[src/rtl/regfile_write_arbiter_if.sv]
`default_nettype none
//------------------------------------------------------------------------------
// Module      : regfile_write_arbiter_if
// Description : Bundles the two writeback requester channels and the register
//               file write-port outputs of regfile_write_arbiter.
//               master : requester / register-file side (drives the requests)
//               slave  : arbiter side (drives ready and the write port)
//               Signals: reqN_valid/reg/data/lock, reqN_ready, reg_write,
//               write_reg, write_data, grant_id, locked.
// Revision    : 1.0 - initial release
//------------------------------------------------------------------------------
interface regfile_write_arbiter_if #(
    parameter int DATA_W = 64,
    parameter int ADDR_W = 5
);
    logic              req0_valid;
    logic [ADDR_W-1:0] req0_reg;
    logic [DATA_W-1:0] req0_data;
    logic              req0_lock;
    logic              req0_ready;

    logic              req1_valid;
    logic [ADDR_W-1:0] req1_reg;
    logic [DATA_W-1:0] req1_data;
    logic              req1_lock;
    logic              req1_ready;

    logic              reg_write;
    logic [ADDR_W-1:0] write_reg;
    logic [DATA_W-1:0] write_data;
    logic              grant_id;
    logic              locked;

    modport master (
        output req0_valid, req0_reg, req0_data, req0_lock,
        output req1_valid, req1_reg, req1_data, req1_lock,
        input  req0_ready, req1_ready,
        input  reg_write, write_reg, write_data, grant_id, locked
    );

    modport slave (
        input  req0_valid, req0_reg, req0_data, req0_lock,
        input  req1_valid, req1_reg, req1_data, req1_lock,
        output req0_ready, req1_ready,
        output reg_write, write_reg, write_data, grant_id, locked
    );
endinterface
`default_nettype wire

[src/rtl/regfile_write_arbiter.sv]
`default_nettype none
//------------------------------------------------------------------------------
// Module      : regfile_write_arbiter
// Description : Shares the register file's single write port between two
//               writeback requesters (0 = ALU/load, 1 = debug/context restore).
//               Round-robin arbitration with burst locking and a lock timeout,
//               followed by a registered write-port stage.
// Ports       : clk   - system clock, rising edge
//               reset - asynchronous active-high reset
//               bus   - slave modport: request channels in, ready and
//                       register-file write port (reg_write, write_reg,
//                       write_data), grant_id and locked out
// Revision    : 1.0 - initial release
//------------------------------------------------------------------------------
module regfile_write_arbiter #(
    parameter int DATA_W   = 64,
    parameter int ADDR_W   = 5,
    parameter int MAX_LOCK = 16
) (
    input  wire logic              clk,
    input  wire logic              reset,
    regfile_write_arbiter_if.slave bus
);

    localparam int                 c_CNT_W   = (MAX_LOCK > 1) ? $clog2(MAX_LOCK) : 1;
    localparam logic [c_CNT_W-1:0] c_CNT_MAX = c_CNT_W'(MAX_LOCK - 1);

    typedef enum logic [1:0] {
        ST_ARB   = 2'd0,
        ST_LOCK0 = 2'd1,
        ST_LOCK1 = 2'd2
    } state_t;

    state_t             r_state;
    state_t             w_state_nxt;
    logic               r_last_grant;
    logic               w_last_nxt;
    logic [c_CNT_W-1:0] r_lock_cnt;
    logic [c_CNT_W-1:0] w_cnt_nxt;

    logic               w_rdy0;
    logic               w_rdy1;
    logic               w_xfer0;
    logic               w_xfer1;
    logic               w_xfer;
    logic               w_xfer_id;
    logic               w_xfer_lock;
    logic [ADDR_W-1:0]  w_sel_reg;
    logic [DATA_W-1:0]  w_sel_data;

    logic               r_reg_write;
    logic [ADDR_W-1:0]  r_write_reg;
    logic [DATA_W-1:0]  r_write_data;
    logic               r_grant_id;

    // Ready depends only on the registered state and the request valids, so
    // the two readies are mutually exclusive by construction.
    always_comb begin
        w_rdy0 = 1'b0;
        w_rdy1 = 1'b0;
        case (r_state)
            ST_ARB: begin
                if (bus.req0_valid && bus.req1_valid) begin
                    // Contention: the requester that did not win last time.
                    w_rdy0 = r_last_grant;
                    w_rdy1 = !r_last_grant;
                end else begin
                    w_rdy0 = bus.req0_valid;
                    w_rdy1 = bus.req1_valid;
                end
            end
            // A lock reserves the port even while its owner is idle.
            ST_LOCK0: w_rdy0 = 1'b1;
            ST_LOCK1: w_rdy1 = 1'b1;
            default: begin
                w_rdy0 = 1'b0;
                w_rdy1 = 1'b0;
            end
        endcase
        // Nothing may be accepted while the flops are held in reset.
        if (reset) begin
            w_rdy0 = 1'b0;
            w_rdy1 = 1'b0;
        end
    end

    assign w_xfer0     = bus.req0_valid && w_rdy0;
    assign w_xfer1     = bus.req1_valid && w_rdy1;
    assign w_xfer      = w_xfer0 || w_xfer1;
    assign w_xfer_id   = w_xfer1;
    assign w_xfer_lock = w_xfer1 ? bus.req1_lock : bus.req0_lock;
    assign w_sel_reg   = w_xfer1 ? bus.req1_reg  : bus.req0_reg;
    assign w_sel_data  = w_xfer1 ? bus.req1_data : bus.req0_data;

    always_comb begin
        w_state_nxt = r_state;
        w_last_nxt  = r_last_grant;
        w_cnt_nxt   = r_lock_cnt;
        if (w_xfer) begin
            w_last_nxt = w_xfer_id;
        end
        case (r_state)
            ST_ARB: begin
                // Counter is parked at zero so a new lock always starts fresh.
                w_cnt_nxt = '0;
                if (w_xfer && w_xfer_lock) begin
                    w_state_nxt = w_xfer_id ? ST_LOCK1 : ST_LOCK0;
                end
            end
            ST_LOCK0, ST_LOCK1: begin
                w_cnt_nxt = r_lock_cnt + c_CNT_W'(1);
                if (w_xfer && !w_xfer_lock) begin
                    w_state_nxt = ST_ARB;
                end
                // Timeout overrides the owner's lock request; naming the owner
                // as last grant hands the next contention to the other side.
                if (r_lock_cnt == c_CNT_MAX) begin
                    w_state_nxt = ST_ARB;
                    w_last_nxt  = (r_state == ST_LOCK1);
                end
            end
            default: begin
                w_state_nxt = ST_ARB;
                w_cnt_nxt   = '0;
            end
        endcase
    end

    always_ff @(posedge clk or posedge reset) begin
        if (reset) begin
            r_state      <= ST_ARB;
            r_last_grant <= 1'b1;
            r_lock_cnt   <= '0;
        end else begin
            r_state      <= w_state_nxt;
            r_last_grant <= w_last_nxt;
            r_lock_cnt   <= w_cnt_nxt;
        end
    end

    // Write-port stage: address/data/owner hold between beats, the enable is a
    // single-cycle pulse. Beats to x0 are consumed but never written.
    always_ff @(posedge clk or posedge reset) begin
        if (reset) begin
            r_reg_write  <= 1'b0;
            r_write_reg  <= '0;
            r_write_data <= '0;
            r_grant_id   <= 1'b0;
        end else begin
            r_reg_write <= w_xfer && (w_sel_reg != '0);
            if (w_xfer) begin
                r_write_reg  <= w_sel_reg;
                r_write_data <= w_sel_data;
                r_grant_id   <= w_xfer_id;
            end
        end
    end

    assign bus.req0_ready = w_rdy0;
    assign bus.req1_ready = w_rdy1;
    assign bus.reg_write  = r_reg_write;
    assign bus.write_reg  = r_write_reg;
    assign bus.write_data = r_write_data;
    assign bus.grant_id   = r_grant_id;
    assign bus.locked     = (r_state != ST_ARB);

endmodule
`default_nettype wire

[src/flat_wrapper.sv]
// flat-port wrapper written by rule: the top's interface ports become plain ports
module regfile_write_arbiter_flat 
#(
    parameter int DATA_W   = 64,
    parameter int ADDR_W   = 5,
    parameter int MAX_LOCK = 16
)
  (clk, reset, bus_req0_valid, bus_req0_reg, bus_req0_data, bus_req0_lock, bus_req1_valid, bus_req1_reg, bus_req1_data, bus_req1_lock, bus_req0_ready, bus_req1_ready, bus_reg_write, bus_write_reg, bus_write_data, bus_grant_id, bus_locked);
  regfile_write_arbiter_if #(.DATA_W(DATA_W), .ADDR_W(ADDR_W)) bus_i ();
  input  wire logic clk;
  input  wire logic reset;
  input wire logic [$bits(bus_i.req0_valid)-1:0] bus_req0_valid;
  input wire logic [$bits(bus_i.req0_reg)-1:0] bus_req0_reg;
  input wire logic [$bits(bus_i.req0_data)-1:0] bus_req0_data;
  input wire logic [$bits(bus_i.req0_lock)-1:0] bus_req0_lock;
  input wire logic [$bits(bus_i.req1_valid)-1:0] bus_req1_valid;
  input wire logic [$bits(bus_i.req1_reg)-1:0] bus_req1_reg;
  input wire logic [$bits(bus_i.req1_data)-1:0] bus_req1_data;
  input wire logic [$bits(bus_i.req1_lock)-1:0] bus_req1_lock;
  output wire logic [$bits(bus_i.req0_ready)-1:0] bus_req0_ready;
  output wire logic [$bits(bus_i.req1_ready)-1:0] bus_req1_ready;
  output wire logic [$bits(bus_i.reg_write)-1:0] bus_reg_write;
  output wire logic [$bits(bus_i.write_reg)-1:0] bus_write_reg;
  output wire logic [$bits(bus_i.write_data)-1:0] bus_write_data;
  output wire logic [$bits(bus_i.grant_id)-1:0] bus_grant_id;
  output wire logic [$bits(bus_i.locked)-1:0] bus_locked;
  assign bus_i.req0_valid = bus_req0_valid;
  assign bus_i.req0_reg = bus_req0_reg;
  assign bus_i.req0_data = bus_req0_data;
  assign bus_i.req0_lock = bus_req0_lock;
  assign bus_i.req1_valid = bus_req1_valid;
  assign bus_i.req1_reg = bus_req1_reg;
  assign bus_i.req1_data = bus_req1_data;
  assign bus_i.req1_lock = bus_req1_lock;
  assign bus_req0_ready = bus_i.req0_ready;
  assign bus_req1_ready = bus_i.req1_ready;
  assign bus_reg_write = bus_i.reg_write;
  assign bus_write_reg = bus_i.write_reg;
  assign bus_write_data = bus_i.write_data;
  assign bus_grant_id = bus_i.grant_id;
  assign bus_locked = bus_i.locked;
  regfile_write_arbiter #(.DATA_W(DATA_W), .ADDR_W(ADDR_W), .MAX_LOCK(MAX_LOCK)) u_core (.clk(clk), .reset(reset), .bus(bus_i));
endmodule
[config.mk]
export PLATFORM = sky130hd
export DESIGN_NAME = regfile_write_arbiter_flat
export DESIGN_NICKNAME = d
export VERILOG_FILES = /design/src/rtl/regfile_write_arbiter_if.sv /design/src/rtl/regfile_write_arbiter.sv /design/src/flat_wrapper.sv
export SDC_FILE = /design/constraint.sdc
export NUM_CORES = 1
export LEC_CHECK = 0
export ABC_AREA = 1
export CORE_ASPECT_RATIO = 1.5
export CORE_MARGIN = 3
export CORE_UTILIZATION = 38
export CTS_CLUSTER_DIAMETER = 40
export DETAILED_ROUTE_END_ITERATION = 8
export GPL_TIMING_DRIVEN = 0
export HOLD_SLACK_MARGIN = 0.1
export PLACE_DENSITY = 0.81
export SLEW_MARGIN = 20
export SYNTH_ARGS = -nofsm -noshare
export SYNTH_HDL_FRONTEND = slang
export SYNTH_SLANG_ARGS = --single-unit
[constraint.sdc]
create_clock -name clk -period 3.2 [get_ports clk]
set_input_delay 0.64 -clock clk [delete_from_list [all_inputs] [get_ports clk]]
set_output_delay 0.64 -clock clk [all_outputs]
set_load 0.02 [all_outputs]
# After elaboration in Yosys (flattened, before gate mapping)
# Cells that the tools add are included.
[totals]
register_bits = 78
output_inout_bits = 74
wordCells = 45
[classes]
addsub = 1
n_eq_ne = 5
mux = 18
n_reduce_logical = 14
[op_table]
columns = ["operator", "n"]
rows = [
  ["64-bit two-way mux", 1],
  ["1-bit two-way mux", 8],
  ["2-bit two-way mux", 4],
  ["1-bit logical AND", 6],
  ["5-bit two-way mux", 1],
  ["5-bit nonzero test", 1],
  ["4-bit by 1-bit adder with 4-bit output, second input constant", 1],
  ["4-bit equality test, second input constant", 1],
  ["4-bit two-way mux", 1],
  ["1-bit one-hot mux with 2 select lines", 2],
  ["2-bit one-hot mux with 2 select lines", 1],
  ["3-bit by 1-bit != test with 1-bit output, second input constant", 1],
  ["2-bit by 1-bit equality test with 1-bit output, second input constant", 1],
  ["2-bit equality test, second input constant", 1],
  ["1-bit zero test", 2],
  ["2-bit zero test", 1],
  ["2-bit by 1-bit != test with 1-bit output, second input constant", 1],
  ["2-bit AND reduction", 1],
  ["2-bit nonzero test", 1],
  ["2-bit OR reduction", 1],
  ["1-bit logical OR", 1],
]

# Depth between registers and ports, before layout
# Gate-level depths: netlist of the first run.
[logic_depth]
ltp_word = 11
mapped_depth = 14
mapped_depth_nobuf = 14

# Worst setup path before layout of the first run
# No wires, ideal clock.
[synth_timing]
path_kind = "input to register"
startpoint = "input port reset"
endpoint = "register u_core.r_write_data[35] (netlist: u_core.bus.write_data[35])"
setup_time_ns = 0.126
arrival_time_ns = 3.273
slack_ns = -0.199
stages = 6
path_cell_list = "inv_1 nand3_2 buf_6 clkbuf_1 o21ai_0 a21oi_1"
[synth_between]
elab_chain_len = 3
[synth_lines]
columns = ["item", "line_no", "text"]
rows = [
  ["from (decl)", "flat_wrapper.sv:11", "input wire logic reset;"],
  ["1-bit two-way mux", "regfile_write_arbiter.sv:81", "if (reset) begin"],
  ["1-bit logical AND, on equally long branches", "regfile_write_arbiter.sv:88, regfile_write_arbiter.sv:87", ""],
  ["64-bit two-way mux / 1-bit logical OR (equally long branches)", "regfile_write_arbiter.sv:93, regfile_write_arbiter.sv:89", ""],
  ["to (signal assigned)", "regfile_write_arbiter.sv:153", "r_write_data <= w_sel_data;"],
  ["to (decl)", "regfile_write_arbiter.sv:53", "logic [DATA_W-1:0] r_write_data;"],
]
# Parallel ways exist; a longest one is shown, timed or not.
# A chain may end at the register's enable or synchronous reset.

# Worst setup path in the final report of the first run
[layout_timing]
startpoint = "input port bus_req1_valid"
endpoint = "output port bus_req1_ready"
[layout_between]
elab_chain_len = 4
[layout_lines]
columns = ["item", "line_no", "text"]
rows = [
  ["from (decl)", "flat_wrapper.sv:16", "input wire logic [$bits(bus_i.req1_valid)-1:0] bus_req1_valid;"],
  ["1-bit logical AND", "regfile_write_arbiter.sv:63", "if (bus.req0_valid && bus.req1_valid) begin"],
  ["1-bit two-way mux (*)", "regfile_write_arbiter.sv:63", ""],
  ["1-bit one-hot mux with 2 select lines (*)", "regfile_write_arbiter.sv:61", "case (r_state)"],
  ["1-bit two-way mux (*)", "regfile_write_arbiter.sv:81", ""],
  ["to (decl)", "flat_wrapper.sv:21", "output wire logic [$bits(bus_i.req1_ready)-1:0] bus_req1_ready;"],
]
# Every way passes the cells marked *; elsewhere a longest branch is shown, timed or not.

==> impl_results.md, run 1 <==
- Post-DR vias/cell: around 5
- Setup_tns: 0 ns
- Post-synthesis compound-gate area fraction: 19.1%
- Post-synth top cells: nand2_1 (100), dfrtp_1 (77), nor2_1 (71)
- Synthesis Warnings: 0
- Clock network power share: 17.4%
- Layout cells sized above 1: 5.88%
- GPL Wtd Cong: ~0.8
- Period utilisation layout: 89.8%
- Critical path class: input port to output pin
- Area of the multi-input gates: 1500 sq um
- Crit path capture type: output pin
- Final WS setup: 0.328 ns
- Worst Hold Class: flop to flop
- DP Cell Count: 794
- First-pass GRT wire length: approximately 20,000 microns
- Critical Path AT: around 2.2 ns
- Drt wl/cell: 15.8 microns
- Status: completed
- CP Data Required Time: around 2.6 ns
- Total GRT Usage: 23.1%
- Die ar.: about 11,000 sq um
- Switching Fraction: 39.0%
- XOR/XNOR Fraction of Synth Area: 0%
- #FFs+latches synth: 78
- Root Driver: clkbuf_16
- Post-CTS sizing: 0
- Unrepaired setup endpoints after global routing: false
- Sequential power share: a little under a third
- Die W: 86.9 microns
- Final antenna-violating net count: 0
- Worst Skew: 0.00412 ns
- DPL Wire Length: about 10,000 microns
- Slew headroom: 68.9%
- Comb pwr share: between 50% and 60%
- Register area: 1950 sq um
- Syn_nets: 611
- Fmax: 0.348 GHz
- Power, Total: roughly 5.7 mW
- Die height: 127 microns
- Most common cell in the netlist: nand2_1
- Internal power: about 3.5 mW
- Floorplan core area: approximately 9400 sq um
- Core Rows: 43
- Setup-failing EPs final: 0
- Clock Path Buffers: 2
- Power Density: roughly 890 nW/um^2
- Area after DPL: 6080 sq um
- CTS tree: yes
- Slew Viols, Final: 0
- Initial antenna violation count: 0
- Vias in the first global route: 4,222
- Layout area overhead: 70.9%
- Worst hold stages: 1
- Clock sinks: 78
- Final wirelength: 12,800 microns
- Post-synth top area share: 51.7%
- Main synth FF type: dfrtp_1
- Worst-Skew Late Latency: ~0.33 ns
- Mux cell area share after synthesis: 0%
- # DRC: 0
- Worst hold margin: 0.464 ns
- Largest register FFs: 64
- I/O pins: 218
- Fin cells: 809
- Synth Instances: 463
- Max Cap Viol: 0
- Final core occ: roughly 68%
- Synth area leaders: dfrtp_1 (52%), nand2_1 (10%), a21oi_1 (9.0%)
- Async SR Flop Fraction: 100%
- GR Overflow Total: 0
- H-tree Lvls: 3
- Postcts setup bufs: 0
- Slew @ Worst Pin: 0.466 ns
- Crit Path Max Fanout: 6
- Post-CTS Hold Fix Bufs: 0
- Num CTS Buffers: 9
- Clock transition at path regs: about 0.060 ns
- Net Switching: 2.22 mW
- Initial cell density of the core: 39.6%
- Type of origin of the critical path: input port
- Nets: 841
- Detailed Route Iter0 Violations: 162
- Sequential fraction of the synthesis area: 52.4%
- Post-Synthesis Cell Area: approximately 3700 sq um
- DP Worst Slack: 0.0272 ns
- Post-Synth Simple-Gate Area: 19.8%
- Post-synth EDFFs: 0
- Largest family of logic cells by synthesized area: simple AND/OR/NAND/NOR gates
- Largest net degree at the start of global routing: 34
- 1st-pass router iterations: 4
- Fin crit period: about 2.9 ns
- Port bufs: ~220
- R2r worst-path depth: 11
- Unique masters post-synth: 20
- Peak VDD IR: 0.527 mV
- Post-Syn Area per Cell: 8.05 sq um
- Leakage power: 2.70 nW
- Synth Area in Adders: 1.34%
- Diodes inserted: 0
- Routed vias: a little over 4,000
- Final hold viol count: 0
- Final instance area: 6370 sq um
- Filler cells: 741
- Synth area leader: dfrtp_1
## critical path, cell delays in order
cell and delay (ns):
clkdlybuf4s50_1 0.62, nand2_1 0.08, inv_1 0.08, nand2_2 0.06, a21oi_1 0.13, clkdlybuf4s50_1 0.62
## kinds of logic (layout without fill, tap and decap cells)
logic type | count (synthesis) | count (layout)
compound gates | 142 | 142
buf+inv | 54 | 288
flops | 78 | 78
simple gates | 185 | 185
fa+ha+maj | 4 | 4
## path summary, 6_finish.rpt
path / start / end / slack (ns)
max: bus_req1_valid / bus_req1_ready / 0.33
min: u_core.r_lock_cnt[0]$_DFF_PP0_ / u_core.r_lock_cnt[0]$_DFF_PP0_ / 0.46
max reg2reg: u_core.r_state[0]$_DFFE_PP0P_ / u_core.bus.write_data[29]$_DFFE_PP0P_ / 1.09
min reg2reg: u_core.r_lock_cnt[0]$_DFF_PP0_ / u_core.r_lock_cnt[0]$_DFF_PP0_ / 0.46
max in group asynchronous: reset / u_core.bus.write_data[23]$_DFFE_PP0P_ / 1.69
min in group asynchronous: reset / u_core.bus.grant_id$_DFFE_PP0P_ / 0.73
## routing by layer
metal	wire length, microns	GRT usage (%)	vias up
met4	467	9.63	0
li1	-	-	1973
met2	6700	41.6	179
met5	0	0	-
met1	4650	25.6	1870
met3	960	5.16	32
## placed cells by master (no fill, tap or decap), types with 7 or more instances in the layout
cell type and count:
a21oi_1 67, buf_2 7, buf_6 8, clkbuf_1 13, clkbuf_16 9, clkdlybuf4s50_1 217, dfrtp_1 77, inv_1 23
nand2_1 100, nor2_1 71, o21ai_0 64, o21ai_1 10
## cell type report
cell class	instances	share of cell area, %
Inverter	25	1.53
Clock inverter	5	0.785
Tap cell	112	2.20
Multi-Input combinational cell	331	23.5
Buffer	29	2.85
Clock buffer	10	3.75
Timing Repair Buffer	219	34.7
Sequential cell	78	30.6
## power by group through the flow
stage	Clock [mW]	Combinational, mW	Sequential, mW
2_1_floorplan	0	0.965	2.30
3_3_place_gp	0	2.90	1.73
3_5_place_dp	0	2.98	1.76
4_1_cts	1.01	2.99	1.75
5_1_grt	1.06	3.21	1.81
6_report	0.992	2.95	1.75
No activity file was read; power rests on OpenSTA's default activity.
==> run 2, diff against run 1 <==
--- a/config.mk
+++ b/config.mk
@@ -14,6 +14,7 @@
 export GPL_TIMING_DRIVEN = 0
 export HOLD_SLACK_MARGIN = 0.1
 export PLACE_DENSITY = 0.81
+export SETUP_SLACK_MARGIN = 0.3
 export SLEW_MARGIN = 20
 export SYNTH_ARGS = -nofsm -noshare
 export SYNTH_HDL_FRONTEND = slang
==> run 2 against run 1 <==
Effect of this change: combinational power hardly changed; sequential power hardly changed; critical endpoint is now bus_req0_ready; sequential cell count stayed put; setup slack better by 0.085 ns; first-iteration DRC count is 2.5% higher; highest routed layer unchanged; via count is 1.5% higher; core utilization is 0.86 points higher; clock-buffer cell count is 3 higher; register-to-register slack hardly changed; fmax is 3.1% higher; routed wire length is 3.2% higher.
==> impl_results.md, run 2 (synthesis gave the netlist of run 1 again) <==
- Num CTS Buffers: 9 (unchanged)
- Unrepaired setup endpoints after global routing: false (unchanged)
- Detailed Route Iter0 Violations: 166 (was 162)
- Core Rows: 43 (unchanged)
- CTS tree: yes (unchanged)
- H-tree Lvls: 3 (unchanged)
- DP Worst Slack: 0.120 ns (was 0.0272 ns)
- Most common cell after layout, fill and taps aside: clkdlybuf4s50_1 (unchanged)
- Initial antenna violation count: 1 (was 0)
- First-pass GRT wire length: 20,600 microns (was 20,100 microns)
- R2R setup slack: 1.10 ns (was 1.09 ns)
- Clock sinks: 78 (unchanged)
- Final WS setup: 0.413 ns (was 0.328 ns)
- Filler cells: 726 (was 741)
- Comb pwr share: 50.7% (was 51.8%)
- Switching Fraction: 38.6% (was 39.0%)
- Clock Path Buffers: 2 (unchanged)
- Slew @ Worst Pin: 0.423 ns (was 0.466 ns)
- Power, Total: 5.87 mW (was 5.69 mW)
- Commonest non-fill, non-tap cells in the layout: clkdlybuf4s50_1 (216), nand2_1 (100), dfrtp_1 (77), nor2_1 (71), a21oi_1 (67) (was clkdlybuf4s50_1 (217), nand2_1 (100), dfrtp_1 (77), nor2_1 (71), a21oi_1 (67))
- Total GRT Usage: 23.7% (was 23.1%)
- # DRC: 0 (unchanged)
- Sequential power share: 29.8% (was 30.7%)
- Routed vias: 4,114 (was 4,054)
- GR Overflow Total: 0 (unchanged)
- Clock network power share: 19.4% (was 17.4%)
- Layout cells sized above 1: 6.41% (was 5.88%)
- Type of origin of the critical path: input port (unchanged)
- Clock transition at path regs: 0.06 ns (about the same)
- Nets: 845 (was 841)
- GPL Wtd Cong: 0.872 (was 0.781)
- Final instance area: 6450 sq um (was 6370 sq um)
- Largest register FFs: 64 (unchanged)
- Initial cell density of the core: 39.6% (unchanged)
- Setup-failing EPs final: 0 (unchanged)
- Largest net degree at the start of global routing: 34 (unchanged)
- I/O pins: 218 (unchanged)
- 1st-pass router iterations: 5 (was 4)
- Root Driver: clkbuf_16 (unchanged)
- Die ar.: 11,100 sq um (unchanged)
- Leakage power: 2.75 nW (was 2.70 nW)
- Critical Path AT: 2.15 ns (was 2.23 ns)
- DPL Wire Length: 10,200 microns (was 10,100 microns)
- Worst Hold Class: flop to flop (unchanged)
- Floorplan core area: 9420 sq um (unchanged)
- Vias in the first global route: 4,272 (was 4,222)
- CP Data Required Time: 2.56 ns (about the same)
- Period utilisation layout: 87.1% (was 89.8%)
- Fin crit period: 2.79 ns (was 2.87 ns)
- Worst-Skew Late Latency: 0.33 ns (about the same)
- Slew headroom: 71.8% (was 68.9%)
- Final wirelength: 13,200 microns (was 12,800 microns)
- Crit path capture type: output pin (unchanged)
- Die W: 86.9 microns (unchanged)
- Final hold viol count: 0 (unchanged)
- Final antenna-violating net count: 0 (unchanged)
- Drt wl/cell: 16.2 microns (was 15.8 microns)
- Status: completed (unchanged)
- Post-DR vias/cell: 5.05 (was 5.01)
- Crit Path Max Fanout: 6 (unchanged)
- Internal power: 3.61 mW (was 3.47 mW)
- Slew Viols, Final: 0 (unchanged)
- Net Switching: 2.26 mW (was 2.22 mW)
- Layout area overhead: 73.1% (was 70.9%)
- Fmax: 0.359 GHz (was 0.348 GHz)
- Critical path class: input port to output pin (unchanged)
- Peak VDD IR: 0.485 mV (was 0.527 mV)
- Power Density: 909 nW/um^2 (was 893 nW/um^2)
- Port bufs: 217 (unchanged)
- Area after DPL: 6080 sq um (unchanged)
- Max Cap Viol: 0 (unchanged)
- Die height: 127 microns (unchanged)
- Worst Skew: 0.00442 ns (was 0.00412 ns)
-- run 2: metal layers --
metal	vias up	GRT usage [%]	wire [microns]
met3	19	5.68	977
met5	-	0	0
met1	1946	26.4	4810
met2	166	43.0	7170
li1	1983	-	-
met4	0	8.26	240
-- run 2: critical path, stage by stage --
cell	delay, ns
clkdlybuf4s50_1	0.54
nand2_1	0.12
nand2_1	0.07
a21oi_1	0.14
clkdlybuf4s50_1	0.64
-- run 2: worst paths after layout --
check,start,endpoint,cells past startpoint
max,bus_req1_valid,bus_req0_ready,5
min,u_core.r_lock_cnt[0]$_DFF_PP0_,u_core.r_lock_cnt[0]$_DFF_PP0_,1
max reg2reg,u_core.r_state[0]$_DFFE_PP0P_,u_core.bus.write_data[21]$_DFFE_PP0P_,11
min in group asynchronous,reset,u_core.bus.write_data[62]$_DFFE_PP0P_,2
min reg2reg,u_core.r_lock_cnt[0]$_DFF_PP0_,u_core.r_lock_cnt[0]$_DFF_PP0_,1
max in group asynchronous,reset,u_core.bus.write_data[11]$_DFFE_PP0P_,5
-- run 2: through the flow --
step	util [%]	TNS [ns]	instances	hold slack, ns
final	68.6	0	815	0.481
after global routing	68.6	0	815	0.495
after CTS	68.2	0	810	0.479
after detailed placement	64.6	0	794	0.471
after global placement	64.2	-71.79	792	0.440
after floorplan	-	0	463	0.428
-- run 2: final cells by class --
type	instances	area, sq um	area share [%]
Timing Repair Buffer	223	2240	34.8
Inverter	25	97.6	1.51
Sequential cell	78	1950	30.3
Buffer	29	181	2.81
Clock buffer	13	270	4.19
Clock inverter	3	65.1	1.01
Antenna cell	1	2.50	0.0388
Multi-Input combinational cell	331	1500	23.2
Tap cell	112	140	2.17
-- run 2: power groups by stage --
stage / Sequential (mW) / Clock, mW / Combinational, mW
floorplan: 2.30 / 0 / 0.965
global placement: 1.73 / 0 / 2.90
detailed placement: 1.76 / 0 / 2.99
CTS: 1.75 / 1.16 / 3.01
global route: 1.81 / 1.20 / 3.22
finish: 1.75 / 1.14 / 2.98
-- run 2: timing repair --
item | in CTS | in global routing
hold buffers | 0 | 0
endpoints found under the setup margin | 0 | 33
buffers inserted | 0 | 4
gates resized for setup | 0 | 1
==> run 3, diff against run 2 <==
--- a/config.mk
+++ b/config.mk
@@ -7,7 +7,6 @@
 export LEC_CHECK = 0
 export ABC_AREA = 1
 export CORE_ASPECT_RATIO = 1.5
-export CORE_MARGIN = 3
 export CORE_UTILIZATION = 38
 export CTS_CLUSTER_DIAMETER = 40
 export DETAILED_ROUTE_END_ITERATION = 8
==> run 3 against run 2 <==
Effect of this change: via count shrank 1.9%; routed wire length shrank 5.2%; first-iteration DRC count grew 1.8%; register-to-register slack is essentially flat; largest power group unchanged; sequential cell count is the same; critical endpoint unchanged.
==> impl_results.md, run 3 (synthesis gave the netlist of run 1 again) <==
- Setup_tns: 0 ns (unchanged)
- Unrepaired setup endpoints after global routing: false (unchanged)
- I/O pins: 218 (unchanged)
- Largest net degree at the start of global routing: 35 (was 34)
- Worst hold margin: 0.459 ns (was 0.481 ns)
- Status: completed (unchanged)
- Worst path slowest cell: clkdlybuf4s50_1 (unchanged)
- Clock transition at path regs: 0.05 ns (was 0.06 ns)
- WP buf/inv: 3 (was 2)
- Period utilisation layout: 84.5% (was 87.1%)
- Power Density: 881 nW/um^2 (was 909 nW/um^2)
- Cell depth of the worst setup path: 6 (was 5)
- Delay-heaviest family, CP: buffers and inverters (unchanged)
- R2r worst-path depth: 11 (unchanged)
- # DRC: 0 (unchanged)
- Crit-path cells: clkdlybuf4s50_1, nand2_1, inv_1, nand2_1, a21oi_1, clkdlybuf4s50_1 (was clkdlybuf4s50_1, nand2_1, nand2_1, a21oi_1, clkdlybuf4s50_1)
- CTS tree: yes (unchanged)
- Diodes inserted: 0 (was 1)
- Leakage power: 2.69 nW (was 2.75 nW)
- Floorplan core area: 9420 sq um (unchanged)
- Vias in the first global route: 4,143 (was 4,272)
- Port bufs: 217 (unchanged)
- GR Overflow Total: 0 (unchanged)
- Final instance area: 6350 sq um (was 6450 sq um)
- GPL Wtd Cong: 0.796 (was 0.872)
- Root Driver: clkbuf_16 (unchanged)
- RR Endpoint: u_core.bus.write_data[5]$_DFFE_PP0P_ (was u_core.bus.write_data[21]$_DFFE_PP0P_)
- Die ar.: 10,200 sq um (was 11,100 sq um)
- Slew @ Worst Pin: 0.402 ns (was 0.423 ns)
- Worst Skew: 0.00423 ns (was 0.00442 ns)
- Worst setup path end: bus_req0_ready (unchanged)
- Setup-failing EPs final: 0 (unchanged)
- First-pass GRT wire length: 19,800 microns (was 20,600 microns)
- DPL Wire Length: 9850 microns (was 10,200 microns)
- Drt wl/cell: 15.4 microns (was 16.2 microns)
- Fmax: 0.370 GHz (was 0.359 GHz)
- Layout cells sized above 1: 5.58% (was 6.41%)
- Slew headroom: 73.2% (was 71.8%)
- Beginning of the critical path: bus_req0_valid (was bus_req1_valid)
- Area after DPL: 6080 sq um (unchanged)
- Slew Viols, Final: 0 (unchanged)
- Most common cell after layout, fill and taps aside: clkdlybuf4s50_1 (unchanged)
- Post-DR vias/cell: 4.98 (was 5.05)
- Type of origin of the critical path: input port (unchanged)
- Final hold viol count: 0 (unchanged)
- Critical Path Max Stage Delay: 0.61 ns (was 0.64 ns)
- Detailed Route Iter0 Violations: 169 (was 166)
- Die W: 82.9 microns (was 86.9 microns)
- Core Rows: 43 (unchanged)
- Final wirelength: 12,500 microns (was 13,200 microns)
- Commonest non-fill, non-tap cells in the layout: clkdlybuf4s50_1 (216), nand2_1 (100), dfrtp_1 (77), nor2_1 (71), a21oi_1 (67) (unchanged)
- Clock sinks: 78 (unchanged)
- H-tree Lvls: 3 (unchanged)
- Final antenna-violating net count: 0 (unchanged)
- Power, Total: 5.60 mW (was 5.87 mW)
- Critical Path AT: 2.06 ns (was 2.15 ns)
- Fin crit period: 2.70 ns (was 2.79 ns)
- Critical path class: input port to output pin (unchanged)
- Layout area overhead: 70.4% (was 73.1%)
- Worst-Skew Late Latency: 0.33 ns (about the same)
- Clock Path Buffers: 2 (unchanged)
- Routed vias: 4,036 (was 4,114)
- Worst Hold Class: flop to flop (unchanged)
- Initial cell density of the core: 39.6% (unchanged)
- Reg-to-reg critical path startpoint: u_core.r_state[0]$_DFFE_PP0P_ (unchanged)
- Die height: 123 microns (was 127 microns)
- Initial antenna violation count: 0 (was 1)
- Crit path capture type: output pin (unchanged)
- Nets: 843 (was 845)
- Peak VDD IR: 0.518 mV (was 0.485 mV)
- CP Data Required Time: 2.56 ns (about the same)
- Largest register FFs: 64 (unchanged)
- 1st-pass router iterations: 4 (was 5)
- R2R setup slack: 1.09 ns (was 1.10 ns)
- Total GRT Usage: 24.9% (was 23.7%)
- Crit Path Max Fanout: 3 (was 6)
- Num CTS Buffers: 9 (unchanged)
- Final core occ: 67.5% (was 68.6%)
- Max Cap Viol: 0 (unchanged)
run 3: cell types whose count changed in the layout (fill, tap and decap cells not counted), sizes merged:
| cell | change |
|---|---|
| clkinv | +1 |
| bufinv | -2 |
| diode | -1 |
| buf | -2 |
run 3: report_power, final:
part | internal, mW | total [mW] | switching (mW) | leakage, nW
combinational | 1.38 | 2.95 | 1.58 | 1.67
sequential | 1.48 | 1.75 | 0.272 | 0.904
clock | 0.519 | 0.890 | 0.371 | 0.123
total | 3.38 | 5.60 | 2.22 | 2.69
run 3: cell type report:
type | count | area (sq um)
buffer | 29 | 181
clock buffer | 13 | 240
clock inverter | 2 | 10.0
fill | 784 | 3060
inverter | 25 | 97.6
multi-input combinational | 331 | 1500
sequential | 78 | 1950
tap | 112 | 140
timing repair buffer | 221 | 2230
run 3: timing repair:
| action | CTS | global route |
|---|---|---|
| hold buffers | 0 | 0 |
| setup endpoints to repair | 0 | 34 |
| buffers inserted | 0 | 2 |
| resized for setup | 0 | 1 |
| endpoints found under the hold margin | 0 | 0 |
run 3: metrics by stage:
step	worst slack, ns	cells
finish	0.496	811
global route	0.401	811
CTS	0.335	809
detailed placement	-0.00743	794
global placement	-1.15	792
floorplan	0.311	463
run 3: worst min-delay path by stage:
stage | startpoint | endpoint | slack, ns | cells after the start
2_1_floorplan | u_core.r_lock_cnt[0]$_DFF_PP0_ | u_core.r_lock_cnt[0]$_DFF_PP0_ | 0.43 | 1
3_3_place_gp | u_core.r_lock_cnt[0]$_DFF_PP0_ | u_core.r_lock_cnt[0]$_DFF_PP0_ | 0.44 | 1
3_5_place_dp | u_core.r_lock_cnt[0]$_DFF_PP0_ | u_core.r_lock_cnt[0]$_DFF_PP0_ | 0.45 | 1
4_1_cts | u_core.r_lock_cnt[0]$_DFF_PP0_ | u_core.r_lock_cnt[0]$_DFF_PP0_ | 0.46 | 1
5_1_grt | u_core.r_lock_cnt[0]$_DFF_PP0_ | u_core.r_lock_cnt[0]$_DFF_PP0_ | 0.47 | 1
6_report | u_core.r_lock_cnt[0]$_DFF_PP0_ | u_core.r_lock_cnt[0]$_DFF_PP0_ | 0.46 | 1
run 3: metal layers:
layer	vias to the layer above	share of wire (%)	track usage, %
met2	158	54	45.3
met4	0	2.7	11.0
met5	-	0	0
met3	28	5.6	5.94
met1	1870	38	27.7
li1	1980	-	-
